<file path="config.mk">
export PLATFORM = sky130hd
export DESIGN_NAME = mux_n_stream
export DESIGN_NICKNAME = d
export VERILOG_FILES = /design/src/rtl/mux_n_stream.sv
export SDC_FILE = /design/constraint.sdc
export NUM_CORES = 1
export LEC_CHECK = 0
export BUFFER_PORTS_ARGS = -buffer_cell sky130_fd_sc_hd__buf_2
export CAP_MARGIN = 5
export CELL_PAD_IN_SITES_DETAIL_PLACEMENT = 1
export CELL_PAD_IN_SITES_GLOBAL_PLACEMENT = 1
export CORE_MARGIN = 2
export CORE_UTILIZATION = 32
export DETAILED_ROUTE_END_ITERATION = 10
export GPL_TIMING_DRIVEN = 0
export PLACE_DENSITY = 0.94
export SYNTH_ARGS = -nofsm -noshare
export SYNTH_HDL_FRONTEND = slang
export SYNTH_SLANG_ARGS = --single-unit
</file>
<file path="constraint.sdc">
create_clock -name clk -period 5.1 [get_ports clk]
set_input_delay 1.02 -clock clk [delete_from_list [all_inputs] [get_ports clk]]
set_output_delay 1.02 -clock clk [all_outputs]
set_load 0.005 [all_outputs]
</file>
<file path="src/rtl/mux_n_stream.sv">
// N-channel valid/ready stream multiplexer with direct or round-robin selection
// and a single registered output slot.
module mux_n_stream #(
    parameter int NUM_CH = 4,
    parameter int WIDTH  = 8,
    localparam int SEL_W = (NUM_CH > 1) ? $clog2(NUM_CH) : 1
) (
    input  logic                    clk,
    input  logic                    rst,
    input  logic                    mode,
    input  logic [SEL_W-1:0]        sel,
    input  logic [NUM_CH*WIDTH-1:0] in_data,
    input  logic [NUM_CH-1:0]       in_valid,
    output logic [NUM_CH-1:0]       in_ready,
    output logic [WIDTH-1:0]        out_data,
    output logic [SEL_W-1:0]        out_ch,
    output logic                    out_valid,
    input  logic                    out_ready
);

    logic [WIDTH-1:0] data_q, data_d;
    logic [SEL_W-1:0] ch_q, ch_d;
    logic             valid_q, valid_d;
    logic [SEL_W-1:0] ptr_q, ptr_d;

    logic             load;
    logic             xfer;
    logic             gnt_hit;
    logic [SEL_W-1:0] gnt_idx;
    logic [WIDTH-1:0] gnt_data;
    logic [SEL_W:0]   sum;
    logic [SEL_W:0]   nxt;

    assign load = !valid_q || out_ready;
    assign xfer = load && gnt_hit && !rst;

    always_comb begin
        gnt_hit = 1'b0;
        gnt_idx = '0;
        sum     = '0;
        if (mode) begin
            // Search upward from ptr, wrapping at NUM_CH
            for (int k = 0; k < NUM_CH; k++) begin
                sum = {1'b0, ptr_q} + (SEL_W+1)'(k);
                if (sum >= (SEL_W+1)'(NUM_CH)) begin
                    sum = sum - (SEL_W+1)'(NUM_CH);
                end
                if (!gnt_hit && in_valid[sum[SEL_W-1:0]]) begin
                    gnt_hit = 1'b1;
                    gnt_idx = sum[SEL_W-1:0];
                end
            end
        end else begin
            for (int i = 0; i < NUM_CH; i++) begin
                if (sel == SEL_W'(i) && in_valid[i]) begin
                    gnt_hit = 1'b1;
                    gnt_idx = SEL_W'(i);
                end
            end
        end
    end

    always_comb begin
        gnt_data = '0;
        for (int i = 0; i < NUM_CH; i++) begin
            if (gnt_idx == SEL_W'(i)) begin
                gnt_data = in_data[i*WIDTH +: WIDTH];
            end
        end
    end

    always_comb begin
        in_ready = '0;
        if (xfer) begin
            for (int i = 0; i < NUM_CH; i++) begin
                in_ready[i] = (gnt_idx == SEL_W'(i));
            end
        end
    end

    always_comb begin
        data_d  = data_q;
        ch_d    = ch_q;
        valid_d = valid_q;
        ptr_d   = ptr_q;
        nxt     = {1'b0, gnt_idx} + (SEL_W+1)'(1);
        if (load) begin
            valid_d = gnt_hit;
        end
        if (xfer) begin
            data_d = gnt_data;
            ch_d   = gnt_idx;
            if (mode) begin
                ptr_d = (nxt == (SEL_W+1)'(NUM_CH)) ? '0 : nxt[SEL_W-1:0];
            end
        end
    end

    always_ff @(posedge clk) begin
        if (rst) begin
            data_q  <= '0;
            ch_q    <= '0;
            valid_q <= 1'b0;
            ptr_q   <= '0;
        end else begin
            data_q  <= data_d;
            ch_q    <= ch_d;
            valid_q <= valid_d;
            ptr_q   <= ptr_d;
        end
    end

    assign out_data  = data_q;
    assign out_ch    = ch_q;
    assign out_valid = valid_q;

endmodule

</file>
==> impl_metrics.yaml, run 1 <==
setup_path:
  cp.arrival_ns: 2.87
  crit_path_end_kind: "output port"
  cp_data_required_time_ns: 4.08
  start_kind: "input port"
  criticalPathCategory: "in -> out"
  cp_max_fo: 10
clock_network:
  h-tree-depth: 1
  cts_tree: "built"
  clk_latency_ns: 0.27
  clk_pin_slew_ns: 0.07
  clock_sinks: 13
  cts_made_buffers: 3
  clock_path_buffers: 2
  cts.repair.resized: 0
  cts_hold_buf: 0
  cts_setup_buffers: 0
  root_buffer: "clkbuf_4"
power_and_ir_drop:
  p_per_area_nw_per_um2: 242.2
  vdd_drop_max_mv: 0.1597
  leakage_nw: 0.6567
global_routing:
  grt_usage_pct: 17.73
  grt_pass1_vias: 1018
  grt_max_degree: 11
  grt_pass1_wl_um: 4678
  antenna_found_initial: 0
  overflow: 0
detailed_routing:
  drc: 0
  routedWlPerCell_um: 14.87
  routed-via-count: 1071
  ant_nets: 0
  drtIter0Drc: 42
  wl_met2_um: 1557
  first_pass_iters: 4
  highest_layer: "met4"
  wl_met3_um: 74
  drt-met1-wl_um: 1439
  vias_per_cell: 5.076
  wirelength_um: 3137
yosys:
  synth.area.mux_share_pct: 12.47
  synth_edf_count: 0
  synth-async-reset-ratio_pct: 0
  synth_compound_area_share_pct: 26.20
  ys.flop_type: "dfxtp_1"
  syn-cell-area_um2: 993.5
  syn_avg_cell_area_um2: 8.348
  synth_cell_type_count: 34
  synth-xor-area-share_pct: 0
  post_synth_fa_ha_maj_area_fraction_pct: 5.038
  synth_top_family_by_area: "compound AO/OA/AOI/OAI gates"
  ys_warn_count: 0
  syn_inst: 119
  synth-seq-area-share_pct: 26.20
  synth_seq_cells: 13
  synth.net_count: 165
  yosys.area_share.simple_pct: 24.43
die:
  coreArea_um2: 3003
  io_pins: 57
  initial_core_util_pct: 33.08
  die_h_um: 59.72
  die_w_um: 59.72
  die_area_um2: 3566
  fp-row-count: 20
sta:
  fin_crit_sh_pct: 76.26
  rsz0062_at_grt: "false"
  max_slew_margin_pct: 67.32
  hold_violations: 0
  tightest_slew_ns: 0.4884
  tns_ns: 0
  final.setup_skew_ns: 0.002585
  hold_ws_ns: 0.4792
  setup-violations-final: 0
  fin_crit_ns: 3.889
  fmax_ghz: 0.2571
  slew_violations: 0
place:
  io_buffers: 55
  gp_congestion: 0.7546
  hpwl_um: 2681
job:
  max_cap_viol_count: 0
hold_path:
  min_path_type: "reg -> reg"
cells_and_area:
  final_cell_mix: "buf_2, nor2_1, a21oi_1, dfxtp_1, mux2i_1"
  n_antenna_cell: 0
  drive_gt1_share_pct: 38.76
  syn_to_final_growth_pct: 34.51
  layout_commonest_cell: "buf_2"
  nNetsFinal: 225
status:
  outcome: "completed"
==> metal layers <==
metal  up-vias  track usage, %
met5         -               0
met4         0           9.841
met3         6           1.948
met2        17           28.88
met1       494           22.65
li1        554               -
==> worst max-delay path, stage by stage <==
cell and delay [ns]:
buf_2 0.13, nor2b_1 0.15, o21ai_0 0.13, o311ai_0 0.14, a21oi_1 0.41, ha_1 0.26, clkbuf_1 0.35, and2_1 0.18
buf_2 0.10
==> final cells by class <==
cell class / instances / area (um2)
timing repair buffer: 55 / 275.3
fill: 392 / 1667
buffer: 6 / 37.54
tap: 33 / 41.29
sequential: 13 / 260.3
multi-input combinational: 95 / 676.9
inverter: 5 / 18.77
clock buffer: 4 / 26.28
==> cell usage after synthesis (all sizes together) (2+ instances only) <==
library cell / number / share of area, %
o22ai: 7 / 4.4
a22oi: 7 / 5.3
nor2: 15 / 6.4
ha: 4 / 5.0
nand2b: 4 / 2.5
nor2b: 8 / 5.8
and2: 4 / 2.5
nor3b: 2 / 2.0
o21ai: 2 / 1.0
inv: 4 / 1.5
nand2: 5 / 1.9
nand3b: 2 / 1.5
dfxtp: 13 / 26
a21oi: 15 / 9.1
mux2i: 9 / 9.1
buf: 2 / 2.3
clkbuf: 4 / 1.5
==> registers in the layout (all words and copies together), names as in the netlist <==
signal     flops
out_valid      1
out_data       8
out_ch         2
ptr_q          2
==> power by group <==
part	internal (mW)	switching [mW]
Clock	0.0303	0.0314
Combinational	0.0654	0.0735
Sequential	0.115	0.00809
Total	0.211	0.113
==> cell families (layout without fill, tap and decap cells) <==
kind of cell               after synthesis  in the layout
AOI/OAI and AO/OA                       37             37
adders and majority gates                4              4
buffers and inverters                   11             70
DFF                                     13             13
muxes                                   11             11
and+or+nand+nor                         43             43
==> per-stage QoR <==
stage / util, % / cell area, um2 / instances / total power, mW / setup WS, ns
floorplan: - / 993.5 / 119 / 0.2109 / 1.679
global placement: 43.63 / 1310 / 207 / 0.2582 / 1.288
detailed placement: 43.63 / 1310 / 207 / 0.2646 / 1.236
CTS: 44.50 / 1336 / 211 / 0.3273 / 1.238
global route: 44.50 / 1336 / 211 / 0.3503 / 1.032
finish: 44.50 / 1336 / 211 / 0.3237 / 1.211
==> final timing paths <==
check                           cells past startpoint                   start  slack, ns                       end
worst max register to register                     10   ptr_q[1]$_SDFFE_PP0P_       2.55  out_data[0]$_SDFFE_PP0P_
worst min register to register                      2  out_ch[0]$_SDFFE_PP0P_       0.48    out_ch[0]$_SDFFE_PP0P_
worst max-delay path                                9             in_valid[2]       1.21               in_ready[1]
worst min-delay path                                2  out_ch[0]$_SDFFE_PP0P_       0.48    out_ch[0]$_SDFFE_PP0P_
(Power assumes the default switching activity.)
==> run 2: changes to the inputs <==
--- a/config.mk
+++ b/config.mk
@@ -5,15 +5,16 @@
 export SDC_FILE = /design/constraint.sdc
 export NUM_CORES = 1
 export LEC_CHECK = 0
+export ABC_AREA = 1
 export BUFFER_PORTS_ARGS = -buffer_cell sky130_fd_sc_hd__buf_2
 export CAP_MARGIN = 5
 export CELL_PAD_IN_SITES_DETAIL_PLACEMENT = 1
 export CELL_PAD_IN_SITES_GLOBAL_PLACEMENT = 1
 export CORE_MARGIN = 2
-export CORE_UTILIZATION = 32
+export CORE_UTILIZATION = 31
 export DETAILED_ROUTE_END_ITERATION = 10
 export GPL_TIMING_DRIVEN = 0
-export PLACE_DENSITY = 0.94
+export PLACE_DENSITY = 0.91
 export SYNTH_ARGS = -nofsm -noshare
 export SYNTH_HDL_FRONTEND = slang
 export SYNTH_SLANG_ARGS = --single-unit
==> constraint.sdc (replaced) <==
create_clock -name clk -period 3.7 [get_ports clk]
set_input_delay 0.74 -clock clk [delete_from_list [all_inputs] [get_ports clk]]
set_output_delay 0.74 -clock clk [all_outputs]
set_load 0.005 [all_outputs]
==> impl_metrics.yaml, run 2 <==
yosys:
  syn_avg_cell_area_um2: 6.163
  synth_compound_area_share_pct: 16.36
  syn_inst: 201
  yosys.area_share.simple_pct: 46.77
  synth-seq-area-share_pct: 21.01
  synth_top_family_by_area: "simple AND/OR/NAND/NOR gates"
  ys.flop_type: "dfxtp_1"
  synth_cell_type_count: 26
  synth-xor-area-share_pct: 0
  synth_edf_count: 0
  ys_warn_count: 0
  syn-cell-area_um2: 1239
  yosysTopAreaCell: "dfxtp_1"
  yosysMostFrequentCell: "nand2_1"
  post_synth_fa_ha_maj_area_fraction_pct: 4.040
  synth.area.mux_share_pct: 0
  synth_commonest_cells: "nand2_1, o21ai_0, nand3_1, nor2_1, inv_1"
  synth-async-reset-ratio_pct: 0
  yosysTopAreaCellShare_pct: 21.01
  synth_seq_cells: 13
  synth.net_count: 247
  yosys-top-cells-area: "dfxtp_1, nand2_1, o21ai_0, nand3_1, nand2_2"
cells_and_area:
  n_antenna_cell: 0
  nFillCells: 537
  stdcell_area_um2: 1619
  nNetsFinal: 305
  drive_gt1_share_pct: 37.21
  final_cell_mix: "buf_2, nand2_1, o21ai_0, nand3_1, nor2_1"
  syn_to_final_growth_pct: 30.71
  layout_commonest_cell: "buf_2"
  largest_reg_flops: 8
die:
  die_w_um: 67.21
  initial_core_util_pct: 33.09
  io_pins: 57
  die_h_um: 67.21
  coreArea_um2: 3744
  fp-row-count: 22
  die_area_um2: 4517
global_routing:
  grt_pass1_wl_um: 6306
  grt_pass1_vias: 1429
  antenna_found_initial: 0
  overflow: 0
  grt_max_degree: 11
  grt_usage_pct: 17.79
power_and_ir_drop:
  p_per_area_nw_per_um2: 379.1
  power_frac_comb_pct: 50.9
  p_clk_share_pct: 20.5
  p_sw_share_pct: 41.25
  pwr-share-seq_pct: 28.6
  p_int_uw: 360.6
  vdd_drop_max_mv: 0.1375
  leakage_nw: 0.8708
  p_sw_uw: 253.2
sta:
  rsz0062_at_grt: "false"
  tightest_slew_ns: 0.4411
  hold_violations: 0
  final.setup_skew_ns: 0.003410
  max_slew_margin_pct: 70.47
  slew_violations: 0
  fin_crit_sh_pct: 92.37
  setup_ws_ns: 0.2822
  setup-violations-final: 0
  tns_ns: 0
  fmax_ghz: 0.2926
  fin_crit_ns: 3.418
clock_network:
  clock_path_buffers: 2
  clock_sinks: 13
  h-tree-depth: 1
  clk_pin_slew_ns: 0.06
  root_buffer: "clkbuf_8"
  cts_made_buffers: 3
  clk_latency_ns: 0.24
  cts_hold_buf: 0
  cts_tree: "built"
place:
  hpwl_um: 3081
  place_area_um2: 1579
  gp_congestion: 0.7798
  io_buffers: 56
  pre_cts_ws_ns: 0.009485
setup_path:
  slowest_stage: "ha_2"
  cp.arrival_ns: 2.68
  criticalPathCategory: "in -> out"
  cp_max_fo: 10
  crit_chain: "buf_2 > inv_1 > nand2_1 > nand3_1 > nand2_2 > nor2_8 > nand3_1 > nand3_1 > nand2_1 > nand2_1 > nand2_1 > inv_1 > ha_2 > clkbuf_2 > inv_1 > nor2_1 > buf_2"
  worst-r2r-setup-slack_ns: 1.01
  start_kind: "input port"
  cpPeakStageDelay_ns: 0.26
  cp_data_required_time_ns: 2.96
  crit_path_end_kind: "output port"
  cp_common_cell: "nand2_1"
job:
  max_cap_viol_count: 0
detailed_routing:
  vias_per_cell: 4.676
  wirelength_um: 3607
  ant_nets: 0
  drtIter0Drc: 23
  routedWlPerCell_um: 11.79
  routed-via-count: 1431
  drc: 0
  first_pass_iters: 4
hold_path:
  min_path_type: "reg -> reg"
status:
  outcome: "completed"
[run 2: cell types whose count changed in the layout (fill, tap and decap cells not counted), moves of 9 or more]
| cell | previous run | this run |
|---|---|---|
| mux2i_1 | 9 | 0 |
| nand2_1 | 5 | 50 |
| o21ai_0 | 2 | 22 |
| nand3_1 | 1 | 18 |
| nand2_2 | 0 | 14 |
| inv_1 | 4 | 17 |
[run 2: cell type report]
type,instances,area (um2),share of cell area (%)
buffer,5,42.54,2.628
multi-input combinational,157,837.1,51.70
tap,48,60.06,3.709
inverter,23,93.84,5.796
clock buffer,4,45.04,2.782
timing repair buffer,56,280.3,17.31
sequential,13,260.3,16.07
[run 2: path summary, 6_finish.rpt]
kind / startpoint / endpoint / cells past startpoint
setup / recovery: in_valid[1] / in_ready[3] / 17
hold / removal: out_data[6]$_SDFFE_PP0P_ / out_data[6]$_SDFFE_PP0P_ / 2
setup reg to reg: ptr_q[0]$_SDFFE_PP0P_ / out_data[6]$_SDFFE_PP0P_ / 18
hold reg to reg: out_data[6]$_SDFFE_PP0P_ / out_data[6]$_SDFFE_PP0P_ / 2
[run 2: cells by family (layout without fill, tap and decap cells)]
family                   after synthesis  after routing
buffers and inverters                 31             88
flip-flops                            13             13
AO/OA/AOI/OAI                         40             40
adder cells (fa/ha/maj)                4              4
AND/OR/NAND/NOR                      113            113
[run 2: through the flow]
stage                     std cells  util [%]  hold slack [ns]  total power, mW
after floorplan                 201         -           0.4553           0.3935
after global placement          305     42.18           0.4558           0.4818
after detailed placement        305     42.18           0.4570           0.4903
after CTS                       309     43.38           0.4660           0.6165
final                           306     43.25           0.4615           0.6138
after global routing            306     43.25           0.4767           0.6736
[run 2: power by group through the flow]
stage                     logic [mW]  clock network (mW)  registers [mW]
after floorplan                0.214                   0           0.179
after global placement         0.303                   0           0.179
after detailed placement       0.311                   0           0.179
after CTS                      0.314               0.127           0.176
after global routing           0.359               0.136           0.179
final                          0.312               0.126           0.176
[run 2: per-layer routing]
layer  wire [um]  track usage, %  part of all wire (%)
met1        1770           24.24                    49
met2        1607           29.83                    45
met3         197           2.500                   5.5
met4          31           3.827                  0.86
met5           0               0                     0
[run 2: worst max-delay path, delay by kind of cell]
family                     cells  cell delay (ns)
buffers and inverters          6             0.70
adders and majority gates      1             0.26
and+or+nand+nor               10             0.97
[run 2: timing repair]
item	4_1_cts	5_1_grt
endpoints found under the setup margin	0	3
resized for setup	0	5
setup buffers	0	0
